**src/rtl/carfield_mailbox_responder.sv**
```systemverilog
// Inter-domain mailbox window on RegBus: per-mailbox data words, doorbell
// status/enable, and a doorbell sequence counter, with one level IRQ each.
module carfield_mailbox_responder #(
  parameter int unsigned NumMbox   = 4,
  parameter int unsigned AddrWidth = 12
) (
  input  logic                 clk_i,
  input  logic                 rst_ni,
  input  logic                 reg_valid_i,
  input  logic                 reg_write_i,
  input  logic [AddrWidth-1:0] reg_addr_i,
  input  logic [31:0]          reg_wdata_i,
  input  logic [3:0]           reg_wstrb_i,
  output logic                 reg_ready_o,
  output logic [31:0]          reg_rdata_o,
  output logic                 reg_error_o,
  output logic [NumMbox-1:0]   irq_o
);

  localparam int unsigned IdxW = AddrWidth - 5;

  typedef enum logic {
    IDLE,
    RESP
  } state_e;

  state_e state_q, state_d;

  logic [31:0]        data0_q [NumMbox];
  logic [31:0]        data0_d [NumMbox];
  logic [31:0]        data1_q [NumMbox];
  logic [31:0]        data1_d [NumMbox];
  logic [7:0]         seq_q   [NumMbox];
  logic [7:0]         seq_d   [NumMbox];
  logic [NumMbox-1:0] status_q, status_d;
  logic [NumMbox-1:0] en_q, en_d;
  logic [31:0]        rdata_q, rdata_d;
  logic               err_q, err_d;

  logic [IdxW-1:0] idx;
  logic [2:0]      reg_sel;
  logic            decode_err;
  logic            db_hit;
  logic [31:0]     wmask;
  logic [31:0]     rd_word;

  assign idx     = reg_addr_i[AddrWidth-1:5];
  assign reg_sel = reg_addr_i[4:2];
  assign db_hit  = reg_wstrb_i[0] & reg_wdata_i[0];
  assign wmask   = {{8{reg_wstrb_i[3]}}, {8{reg_wstrb_i[2]}},
                    {8{reg_wstrb_i[1]}}, {8{reg_wstrb_i[0]}}};

  // Index compared at 32 bits so NumMbox == 2**IdxW cannot alias to zero.
  assign decode_err = (32'(idx) >= NumMbox)
                    | (reg_addr_i[1:0] != 2'b00)
                    | (reg_sel == 3'd7)
                    | (reg_write_i & ((reg_sel == 3'd4) | (reg_sel == 3'd6)));

  always_comb begin
    state_d  = state_q;
    rdata_d  = '0;
    err_d    = 1'b0;
    rd_word  = '0;
    data0_d  = data0_q;
    data1_d  = data1_q;
    seq_d    = seq_q;
    status_d = status_q;
    en_d     = en_q;
    unique case (state_q)
      IDLE: begin
        if (reg_valid_i) begin
          state_d = RESP;
          err_d   = decode_err;
          for (int unsigned i = 0; i < NumMbox; i++) begin
            if (!decode_err && (32'(idx) == i)) begin
              if (reg_write_i) begin
                case (reg_sel)
                  3'd0: data0_d[i] = (data0_q[i] & ~wmask) | (reg_wdata_i & wmask);
                  3'd1: data1_d[i] = (data1_q[i] & ~wmask) | (reg_wdata_i & wmask);
                  3'd2: if (db_hit) begin
                    status_d[i] = 1'b1;
                    seq_d[i]    = seq_q[i] + 8'd1;
                  end
                  3'd3: if (db_hit) status_d[i] = 1'b0;
                  3'd5: if (reg_wstrb_i[0]) en_d[i] = reg_wdata_i[0];
                  default: ;
                endcase
              end else begin
                case (reg_sel)
                  3'd0:    rd_word = data0_q[i];
                  3'd1:    rd_word = data1_q[i];
                  3'd4:    rd_word = {31'd0, status_q[i]};
                  3'd5:    rd_word = {31'd0, en_q[i]};
                  3'd6:    rd_word = {24'd0, seq_q[i]};
                  default: rd_word = '0;
                endcase
              end
            end
          end
          rdata_d = rd_word;
        end
      end
      RESP: state_d = IDLE;
      default: state_d = IDLE;
    endcase
  end

  always_ff @(posedge clk_i or negedge rst_ni) begin
    if (!rst_ni) begin
      state_q  <= IDLE;
      rdata_q  <= '0;
      err_q    <= 1'b0;
      status_q <= '0;
      en_q     <= '0;
      for (int unsigned i = 0; i < NumMbox; i++) begin
        data0_q[i] <= '0;
        data1_q[i] <= '0;
        seq_q[i]   <= '0;
      end
    end else begin
      state_q  <= state_d;
      rdata_q  <= rdata_d;
      err_q    <= err_d;
      status_q <= status_d;
      en_q     <= en_d;
      data0_q  <= data0_d;
      data1_q  <= data1_d;
      seq_q    <= seq_d;
    end
  end

  // Response flops hold zero outside RESP, so no output gating is needed.
  assign reg_ready_o = (state_q == RESP);
  assign reg_rdata_o = rdata_q;
  assign reg_error_o = err_q;
  assign irq_o       = status_q & en_q;

endmodule

```
**config.mk**
```make
export PLATFORM = sky130hd
export DESIGN_NAME = carfield_mailbox_responder
export DESIGN_NICKNAME = d
export VERILOG_FILES = /design/src/rtl/carfield_mailbox_responder.sv
export SDC_FILE = /design/constraint.sdc
export NUM_CORES = 1
export LEC_CHECK = 0
export ABC_AREA = 0
export BUFFER_PORTS_ARGS = -buffer_cell sky130_fd_sc_hd__buf_4
export CAP_MARGIN = 10
export CORE_MARGIN = 5
export CORE_UTILIZATION = 40
export CTS_CLUSTER_DIAMETER = 200
export CTS_CLUSTER_SIZE = 40
export DETAILED_ROUTE_END_ITERATION = 7
export HOLD_SLACK_MARGIN = 0.08
export PLACE_DENSITY = 0.67
export RECOVER_POWER = 25
export SKIP_LAST_GASP = 1
export SYNTH_ARGS = -nofsm -noshare
export SYNTH_HDL_FRONTEND = slang
export SYNTH_SLANG_ARGS = --single-unit
```
**constraint.sdc**
```tcl
create_clock -name clk_i -period 6.2 [get_ports clk_i]
set_input_delay 0.62 -clock clk_i [delete_from_list [all_inputs] [get_ports clk_i]]
set_output_delay 0.62 -clock clk_i [all_outputs]
set_load 0.01 [all_outputs]
```
# Word-level counts from Yosys, hierarchy flattened
# Cells that the tools add are included.
# totals
out_inout_bits	38
word_cells	116
regBits	330
# classes
magnitude_cmp	1
reduce_logical	29
mux	21
add_sub_neg	4
eq_ne	12
bitwise_logic	26
# op_table
operator	count
$pmux W32 S5	4
$mux W32	10
$and A32 B32 Y32	9
$or A32 B32 Y32	8
$reduce_and A6 Y1	8
$reduce_and A5 Y1	8
$add A8 B1 Y8 const B	4
$not A32 Y32	1
$reduce_and A7 Y1	4
$eq A7 B2 Y1 const B	2
$eq A3 B3 Y1 const B	4
$eq A7 B1 Y1 const B	1
$ge A7 B3 Y1 const B	1
$logic_not A7 Y1	1
$eq A3 B2 Y1 const B	2
$mux W1	5
$and A4 B4 Y4	1
$logic_and A1 B1 Y1	4
$ne A2 B2 Y1 const B	2
$or A1 B1 Y1	4
$pmux W1 S2	2
$reduce_bool A2 Y1	2
$eq A3 B1 Y1 const B	1
$logic_not A3 Y1	1
other kinds (3)	4

# Longest topological paths before layout
# Gate-level depths: netlist (run 1).
# depth
ltp_word	15
depth_mapped	8

# Worst setup path after synthesis (run 1)
# Ideal clock, no wire load.
# synth_timing
kind	input -> register
from	input reg_addr_i[2]
to	register with a tool-made name
stages	8
arrival_time_ps	2295
slack_ps	3780
t_required_ps	6075
path_cell_list	buf_2 mux2i_1 o211ai_2 or2_1 buf_2 or3_1 buf_6 mux2_4
# synth_rtl
item	line	rtl
start, declared	11	input logic [AddrWidth-1:0] reg_addr_i,

==> results.yml, run 1 <==
sta:
  setup_ws_ns: 2.82
  finalSetupViolations: 0
  relSlewSlack_pct: -105
  rsz0062_at_grt: "false"
  fmax_ghz: 0.296
  finClkSkew_ns: 0.0526
  drv_slew: 122
  finalHoldViolations: 0
  worst_slew_pin_slew_ns: 3.07
  finalSetupTns_ns: 0
  period_needed_ns: 3.38
  min_period_over_period_pct: 54.5
setup_path:
  required_ns: 6.65
  worst_path_largest_cell_delay_ns: 2.01
  slowest_stage: "clkbuf_2"
  cp_num_buf_inv: 2
  cp-end-kind: "async pin"
  r2r_start: "reg_ready_o"
  path_class: "in2async"
  start_kind: "input pin"
  ff2ff_setup_slack_ns: 3.29
  crit_arrival_ns: 3.83
  cp_max_fo: 121
  crit_family: "buffers and inverters"
  cp_cell_sequence: "clkbuf_2 > clkbuf_1"
  reg2reg_depth: 5
drt:
  drt-initial-drc-count: 603
  wl_per_cell_um: 22.2
  postRouteAntennaNets: 0
  totalWireLength_um: 36200
  viasPerCell: 5.77
  drc_errors: 0
  via_count: 9385
  first_pass_iters: 6
yosys:
  yosysMostFrequentCell: "dfrtp_1"
  synth-edff-count: 0
  syn_avg_cell_area_um2: 13.8
  syn_nets: 1144
  synth.top_cells.by_area: "dfrtp_1 55%, mux2_2 21%, mux4_2 3.8%, a22oi_1 2.7%, mux2i_1 1.9%"
  synthArstFlopShare_pct: 100
  yosys.area.top_type_share_pct: 55.1
  ys_seq_area_share_pct: 55.1
  ys_dominant_reg_cell: "dfrtp_1"
  synth.distinct_cells: 55
  yosys_warnings: 0
  synth_cells: 1088
  syn_area_mm2: 0.0150
  synth_top_cell_by_area: "dfrtp_1"
  ys_ff_latch: 330
  synthTopCellsByCount: "330 x dfrtp_1, 279 x mux2_2, 54 x a22oi_1, 41 x nand2_1, 33 x clkbuf_1"
final_layout:
  final_cell_count_no_fill: 1627
  utilization_pct: 44.2
  nets: 1209
  syn2layout_area_growth_pct: 10.1
  antenna_cells: 0
  drive_gt1_share_pct: 38.8
  fillers: 3418
global_route:
  grt_pass1_wl_um: 56800
  grt_usage_pct: 17.2
  antenna_found_initial: 1
  gr-total-overflow: 0
  grt_pass1_vias: 9667
  grt_start_max_net_pins: 122
die:
  fp.dieW_um: 204
  chipHeight_um: 204
  num_io_pins: 90
  rows: 71
  dieArea_mm2: 0.0415
  start_util_pct: 40.2
  core_mm2: 0.0373
placed_design:
  place_inst: 1612
  gp_congestion: 0.836
  io_buffers: 89
  dp_hpwl_um: 24300
  pre_cts_slack_ns: 2.68
clock_tree:
  clk_pin_slew_worst_paths_ns: 0.15
  insertion_delay_ns: 0.52
  ctsHoldBuffers: 0
  root_buffer: "clkbuf_16"
  cts.sink_count: 330
  htree_levels: 1
  cts_inserted_buffers: 12
  post_cts_buffers: 0
  clockBufferDepth: 3
  cts_tree: "done"
  cts_resized: 0
power_and_ir_drop:
  leakage_nw: 7.98
  pwr-share-seq_pct: 63.4
  p_clk_share_pct: 30.9
  p_int_mw: 2.60
  ir_drop_v: 0.000184
  finalPower_mw: 3.40
  p_sw_mw: 0.802
  powerDensity_mw_per_mm2: 206
  swShare_pct: 23.6
  p_comb_share_pct: 5.6
min_path:
  whs_path_depth: 2
  hold_path_class: "in2reg"
  min-delay-start: "reg_wdata_i[20]"
run_status:
  status: "finished, violations left"
  violations: "max-capacitance violations, max-slew violations"
flow_run:
  drv_cap: 1
==> worst reg2reg max path: cells and delay by family, from the launching register on <==
family	cells	cell delay, ns
AND/OR/NAND/NOR	4	1.95
multiplexers	1	0.45
flip-flops	1	0.41
==> stage by stage <==
| step | hold WS (ns) | cell area [um^2] |
|---|---|---|
| 2_1_floorplan | 0.324 | 15000 |
| 3_3_place_gp | 0.468 | 16200 |
| 3_5_place_dp | 0.468 | 16200 |
| 4_1_cts | 0.199 | 16500 |
| 5_1_grt | 0.379 | 16500 |
| 6_report | 0.384 | 16500 |
==> area by class of cell <==
type	instances	area, um^2	share of cell area, %
inverter	4	15.0	0.0910
sequential	330	8260	50.0
multi-input combinational	703	6520	39.5
clock inverter	1	30.0	0.182
clock buffer	13	325	1.97
tap	474	593	3.59
timing repair buffer	102	767	4.65
==> kinds of logic after synthesis <==
logic type      after synthesis  synth area share, %
xor+xnor                     28                 1.64
fa+ha+maj                     4                0.334
compound gates              135                 6.45
simple gates                188                 6.78
buf+inv                      55                 1.55
flops                       330                 55.1
mux                         348                 28.2
==> power groups by stage <==
stage	logic, mW	clock network (mW)	registers, mW
2_1_floorplan	0.0690	0	2.20
3_3_place_gp	0.192	0	2.20
3_5_place_dp	0.195	0	2.20
4_1_cts	0.195	1.08	2.16
5_1_grt	0.211	1.14	2.16
6_report	0.191	1.05	2.16
==> worst max path at each step <==
stage | slack [ns] | start | endpoint | cells past startpoint
2_1_floorplan | 3.78 | reg_addr_i[2] | flop | 8
6_report | 2.82 | rst_ni | async pin | 2
3_5_place_dp | 2.68 | reg_addr_i[5] | reg_rdata_o[16] | 5
4_1_cts | 3.20 | reg_addr_i[5] | reg_rdata_o[13] | 5
3_3_place_gp | 2.77 | reg_addr_i[3] | reg_rdata_o[0] | 7
5_1_grt | 2.11 | rst_ni | reg_rdata_o[13] | 2
==> per-layer routing <==
metal  vias up  track usage (%)  routed length, um
met2       225             28.5              17500
met4         2             3.52                797
met1      4927             24.6              16200
li1       4177                -                  -
met5         -                0                 20
met3        54             2.21               1610
==> layout by cell type, fill, tap and decap left out, types with 13 or more instances in the layout <==
master and count:
dfrtp_1 330, mux2_2 279, buf_4 99, a22oi_1 54
nand2_1 41, nand3_1 31, mux2i_1 28, mux4_2 25
xnor2_1 25, o22ai_1 23, nor2_1 22, and3_1 17
mux2_4 16, nand4_1 15, nor3_1 14, clkbuf_16 13
No activity file was read; power rests on OpenSTA's default activity.
==> run 2, diff against run 1 <==
--- a/config.mk
+++ b/config.mk
@@ -14,7 +14,7 @@
 export CTS_CLUSTER_SIZE = 40
 export DETAILED_ROUTE_END_ITERATION = 7
 export HOLD_SLACK_MARGIN = 0.08
-export PLACE_DENSITY = 0.67
+export PLACE_DENSITY = 0.69
 export RECOVER_POWER = 25
 export SKIP_LAST_GASP = 1
 export SYNTH_ARGS = -nofsm -noshare
==> constraint.sdc (replaced) <==
create_clock -name clk_i -period 2.8 [get_ports clk_i]
set_input_delay 0.28 -clock clk_i [delete_from_list [all_inputs] [get_ports clk_i]]
set_output_delay 0.28 -clock clk_i [all_outputs]
set_load 0.01 [all_outputs]
==> run 2 against run 1 <==
Effect of this change:
- the flow now finishes without violations
- largest cell class unchanged
- worst setup slack got worse by 2.5 ns
- critical path type is now reg2reg
- largest power group unchanged
- power up 120%
- non-clock buffer count rose by 50
==> results.yml, run 2 (synthesis results as in run 1) <==
global_route:
  grt_start_max_net_pins: 94
  gr-total-overflow: 0
  grt_usage_pct: 17.5
  antenna_found_initial: 3
  grt_pass1_wl_um: 58300
  grt_pass1_vias: 9909
placed_design:
  dp_hpwl_um: 24500
  gp_congestion: 0.847
  io_buffers: 89
sta:
  relSlewSlack_pct: 1.44
  finalSetupViolations: 0
  finClkSkew_ns: 0.0407
  period_needed_ns: 2.45
  finalSetupTns_ns: 0
  drv_slew: 0
  worst_slew_pin_slew_ns: 1.48
  rsz0062_at_grt: "false"
  finalHoldViolations: 0
  min_period_over_period_pct: 87.6
  hold_ws_ns: 0.0798
  fmax_ghz: 0.408
final_layout:
  multi_input_area_mm2: 0.00652
  syn2layout_area_growth_pct: 13.2
  regArea_mm2: 0.00826
  nets: 1259
  final_cell_mix: "330 x dfrtp_1, 279 x mux2_2, 121 x buf_4"
  layout_commonest_cell: "dfrtp_1"
  drive_gt1_share_pct: 39.2
  fillers: 3354
clock_tree:
  cts_tree: "done"
  clk_pin_slew_worst_paths_ns: 0.14
  cts_resized: 0
  cts_inserted_buffers: 12
  htree_levels: 1
  post_cts_buffers: 0
  insertion_delay_ns: 0.52
  root_buffer: "clkbuf_16"
  cts.sink_count: 330
  ctsHoldBuffers: 25
  clockBufferDepth: 3
power_and_ir_drop:
  swShare_pct: 23.5
  p_comb_share_pct: 6.3
  leakage_nw: 8.21
  p_int_mw: 5.79
  powerDensity_mw_per_mm2: 446
  p_clk_share_pct: 30.6
  ir_drop_v: 0.000447
  pwr-share-seq_pct: 63.1
  p_sw_mw: 1.78
drt:
  drt-initial-drc-count: 741
  totalWireLength_um: 36000
  via_count: 9580
  drc_errors: 0
  postRouteAntennaNets: 0
  first_pass_iters: 5
  viasPerCell: 5.71
  wl_per_cell_um: 21.4
min_path:
  hold_path_class: "in2reg"
  min-delay-start: "reg_wdata_i[19]"
setup_path:
  crit_arrival_ns: 2.86
  worst_path_largest_cell_delay_ns: 0.55
  r2r_start: "reg_ready_o"
  crit_start: "reg_ready_o"
  required_ns: 3.21
  path_class: "reg2reg"
  cp_cell_sequence: "nor2b_1 > buf_4 > nand3b_1 > buf_4 > nor2_1 > nand3_1 > mux2_2"
  start_kind: "flop"
  slowest_stage: "nand3_1"
  cp-end-kind: "flop"
  cp_max_fo: 8
  crit_path_frequent_cell: "buf_4"
die:
  fp.dieW_um: 204
  chipHeight_um: 204
  dieArea_mm2: 0.0415
  core_mm2: 0.0373
  start_util_pct: 40.2
  rows: 71
  num_io_pins: 90
flow_run:
  drv_cap: 0
run_status:
  status: "complete, no violations"
==> run 2: cell count changes in the layout (fill, tap and decap cells not counted) <==
| cell | change |
|---|---|
| buf_12 | +2 |
| buf_4 | +22 |
| diode_2 | +2 |
| dlygate4sd3_1 | +26 |
| clkbuf_1 | -1 |
| buf_8 | -1 |
| clkbuf_2 | +1 |
| buf_6 | +1 |
==> run 2: power groups by stage <==
stage,Clock (mW),Combinational [mW],Sequential [mW]
2_1_floorplan,0,0.153,4.87
3_3_place_gp,0,0.450,4.86
3_5_place_dp,0,0.455,4.86
4_1_cts,2.39,0.485,4.77
5_1_grt,2.54,0.521,4.78
6_report,2.32,0.475,4.77
==> run 2: metrics by stage <==
stage / power, mW / instance area, um^2 / std cells / util (%) / worst slack, ns
CTS: 7.65 / 17000 / 1676 / 45.5 / 0.415
floorplan: 5.02 / 15000 / 1088 / - / 0.658
global route: 7.84 / 17000 / 1679 / 45.5 / 0.164
detailed placement: 5.32 / 16400 / 1637 / 43.9 / 0.241
finish: 7.57 / 17000 / 1679 / 45.5 / 0.348
global placement: 5.31 / 16400 / 1637 / 43.9 / 0.287
==> run 2: critical path, delay by kind of cell (launching register included) <==
family	cells	cell delay [ns]
buffers and inverters	2	0.36
flip-flops	1	0.40
multiplexers	1	0.46
AND/OR/NAND/NOR	4	1.12
==> run 2: final timing paths <==
| check | end | slack, ns | cells past startpoint |
|---|---|---|---|
| hold / removal | flop | 0.08 | 2 |
| setup reg to reg | flop | 0.35 | 7 |
| setup / recovery | flop | 0.35 | 7 |
| min in group asynchronous | seq_q[7] | 0.64 | 2 |
| hold reg to reg | seq_q[31] | 0.50 | 1 |
| max in group asynchronous | async pin | 0.61 | 3 |
==> run 2: area by class of cell <==
| class | count | share of cell area [%] |
|---|---|---|
| sequential | 330 | 48.6 |
| antenna | 2 | 0.0295 |
| multi-input combinational | 703 | 38.4 |
| clock buffer | 13 | 1.92 |
| clock inverter | 1 | 0.177 |
| tap | 474 | 3.49 |
| timing repair buffer | 152 | 7.25 |
| inverter | 4 | 0.0885 |
==> run 2: per-layer routing <==
layer	wire length, um	GRT usage (%)
met1	16300	25.4
met2	17200	28.1
met3	1600	2.29
met4	880	4.14
met5	18	0
==> run 3, diff against run 2 <==
--- a/config.mk
+++ b/config.mk
@@ -8,6 +8,7 @@
 export ABC_AREA = 0
 export BUFFER_PORTS_ARGS = -buffer_cell sky130_fd_sc_hd__buf_4
 export CAP_MARGIN = 10
+export CORE_ASPECT_RATIO = 1.5
 export CORE_MARGIN = 5
 export CORE_UTILIZATION = 40
 export CTS_CLUSTER_DIAMETER = 200
==> run 3 against run 2 <==
Effect of this change:
- clock skew up 0.0083 ns
- fmax shrank 5.0%
- clock power is essentially flat
- die area increased by 0.19%
- power increased by 0.14%
- hold slack improved by 0.029 ns
- final area rose by 0.25%
- critical path type unchanged
==> results.yml, run 3 (synthesis results as in run 1) <==
min_path:
  min-delay-start: "reg_wdata_i[3]"
  hold_path_class: "in2reg"
  whs_path_depth: 2
clock_tree:
  cts_resized: 0
  insertion_delay_ns: 0.53
  htree_levels: 1
  root_buffer: "clkbuf_16"
  clockBufferDepth: 3
  ctsHoldBuffers: 31
  clk_pin_slew_worst_paths_ns: 0.14
  post_cts_buffers: 0
  cts_inserted_buffers: 12
  cts_tree: "done"
  cts.sink_count: 330
setup_path:
  cp_num_buf_inv: 1
  path_class: "reg2reg"
  slowest_stage: "nand3_1"
  crit_start: "reg_ready_o"
  reg2reg_depth: 6
  start_kind: "flop"
  crit_family: "simple AND/OR/NAND/NOR gates"
  crit_arrival_ns: 2.95
  required_ns: 3.17
  ff2ff_setup_slack_ns: 0.22
  cp_cell_sequence: "nor2b_1 > nand3b_1 > buf_4 > nor2_1 > nand3_1 > mux2_2"
  cp_max_fo: 8
  cp.depth: 6
  worst_path_largest_cell_delay_ns: 0.49
  cp-end-kind: "flop"
  r2r_start: "reg_ready_o"
die:
  fp.dieW_um: 168
  core_mm2: 0.0373
  num_io_pins: 90
  start_util_pct: 40.2
  dieArea_mm2: 0.0415
  chipHeight_um: 247
  rows: 87
final_layout:
  nets: 1259
  drive_gt1_share_pct: 38.7
  fillers: 3329
  syn2layout_area_growth_pct: 13.5
  layout_commonest_cell: "dfrtp_1"
  final_area_mm2: 0.0170
  final_cell_mix: "330 x dfrtp_1, 279 x mux2_2, 113 x buf_4"
drt:
  via_count: 9593
  drt-initial-drc-count: 511
  postRouteAntennaNets: 0
  wl_per_cell_um: 21.5
  drc_errors: 0
  totalWireLength_um: 36400
  first_pass_iters: 5
  viasPerCell: 5.66
sta:
  period_needed_ns: 2.58
  finalSetupViolations: 0
  worst_slew_pin_slew_ns: 1.16
  rsz0062_at_grt: "false"
  fmax_ghz: 0.388
  finalHoldViolations: 0
  relSlewSlack_pct: 22.4
  hold_ws_ns: 0.109
  finClkSkew_ns: 0.0490
  setup_ws_ns: 0.220
  min_period_over_period_pct: 92.2
  drv_slew: 0
  finalSetupTns_ns: 0
power_and_ir_drop:
  finalPower_mw: 7.58
  powerDensity_mw_per_mm2: 445
  ir_drop_v: 0.000347
  leakage_nw: 8.21
global_route:
  antenna_found_initial: 4
  grt_pass1_wl_um: 58300
  gr-total-overflow: 0
  grt_usage_pct: 17.6
  grt_start_max_net_pins: 115
  grt_pass1_vias: 10100
flow_run:
  drv_cap: 0
placed_design:
  dpl_cell_area_mm2: 0.0164
  io_buffers: 89
  gp_congestion: 0.843
  pre_cts_slack_ns: 0.0408
  dp_hpwl_um: 25200
run_status:
  status: "complete, no violations"
run 3: cell count changes in the layout (fill, tap and decap cells not counted):
cell           before  now
buf_4             121  113
dlygate4sd3_1      26   31
clkbuf_1            0    2
buf_12              2    3
buf_6               1    0
buf_8               0    1
diode_2             2    3
run 3: final timing paths:
check / endpoint
min in group asynchronous: async pin
max in group asynchronous: async pin
min: flop
max: flop
max reg2reg: flop
min reg2reg: seq_q[15]
run 3: final cells by class:
type	instances	area [um^2]	area share [%]
Antenna cell	3	7.51	0.0441
Clock buffer	13	325	1.91
Clock inverter	1	30.0	0.176
Inverter	4	15.0	0.0882
Multi-Input combinational cell	703	6520	38.3
Sequential cell	330	8260	48.5
Tap cell	489	612	3.60
Timing Repair Buffer	152	1250	7.35
run 3: stage by stage:
stage | std cells | utilization [%]
after global routing | 1694 | 45.6
after detailed placement | 1647 | 43.9
final | 1695 | 45.6
after CTS | 1692 | 45.7
after floorplan | 1088 | -
after global placement | 1647 | 43.9
run 3: power breakdown:
group	leakage [nW]	internal (mW)	total, mW	switching (mW)
Clock	0.172	0.866	2.32	1.45
Sequential	4.61	4.77	4.77	0.00224
Combinational	3.43	0.158	0.484	0.325
Total	8.21	5.80	7.58	1.78
run 3: layer usage:
metal,global-route usage (%),vias to the layer above,wire length [um]
li1,-,4262,-
met4,5.92,4,1060
met2,31.0,208,18800
met3,1.98,62,1380
met1,22.7,5057,15100
met5,0,-,27
run 3: worst register-to-register path, cell delays in order (launching register included):
cell and delay [ns]:
dfrtp_1 0.40, nor2b_1 0.32, nand3b_1 0.25, buf_4 0.23
nor2_1 0.30, nand3_1 0.49, mux2_2 0.44
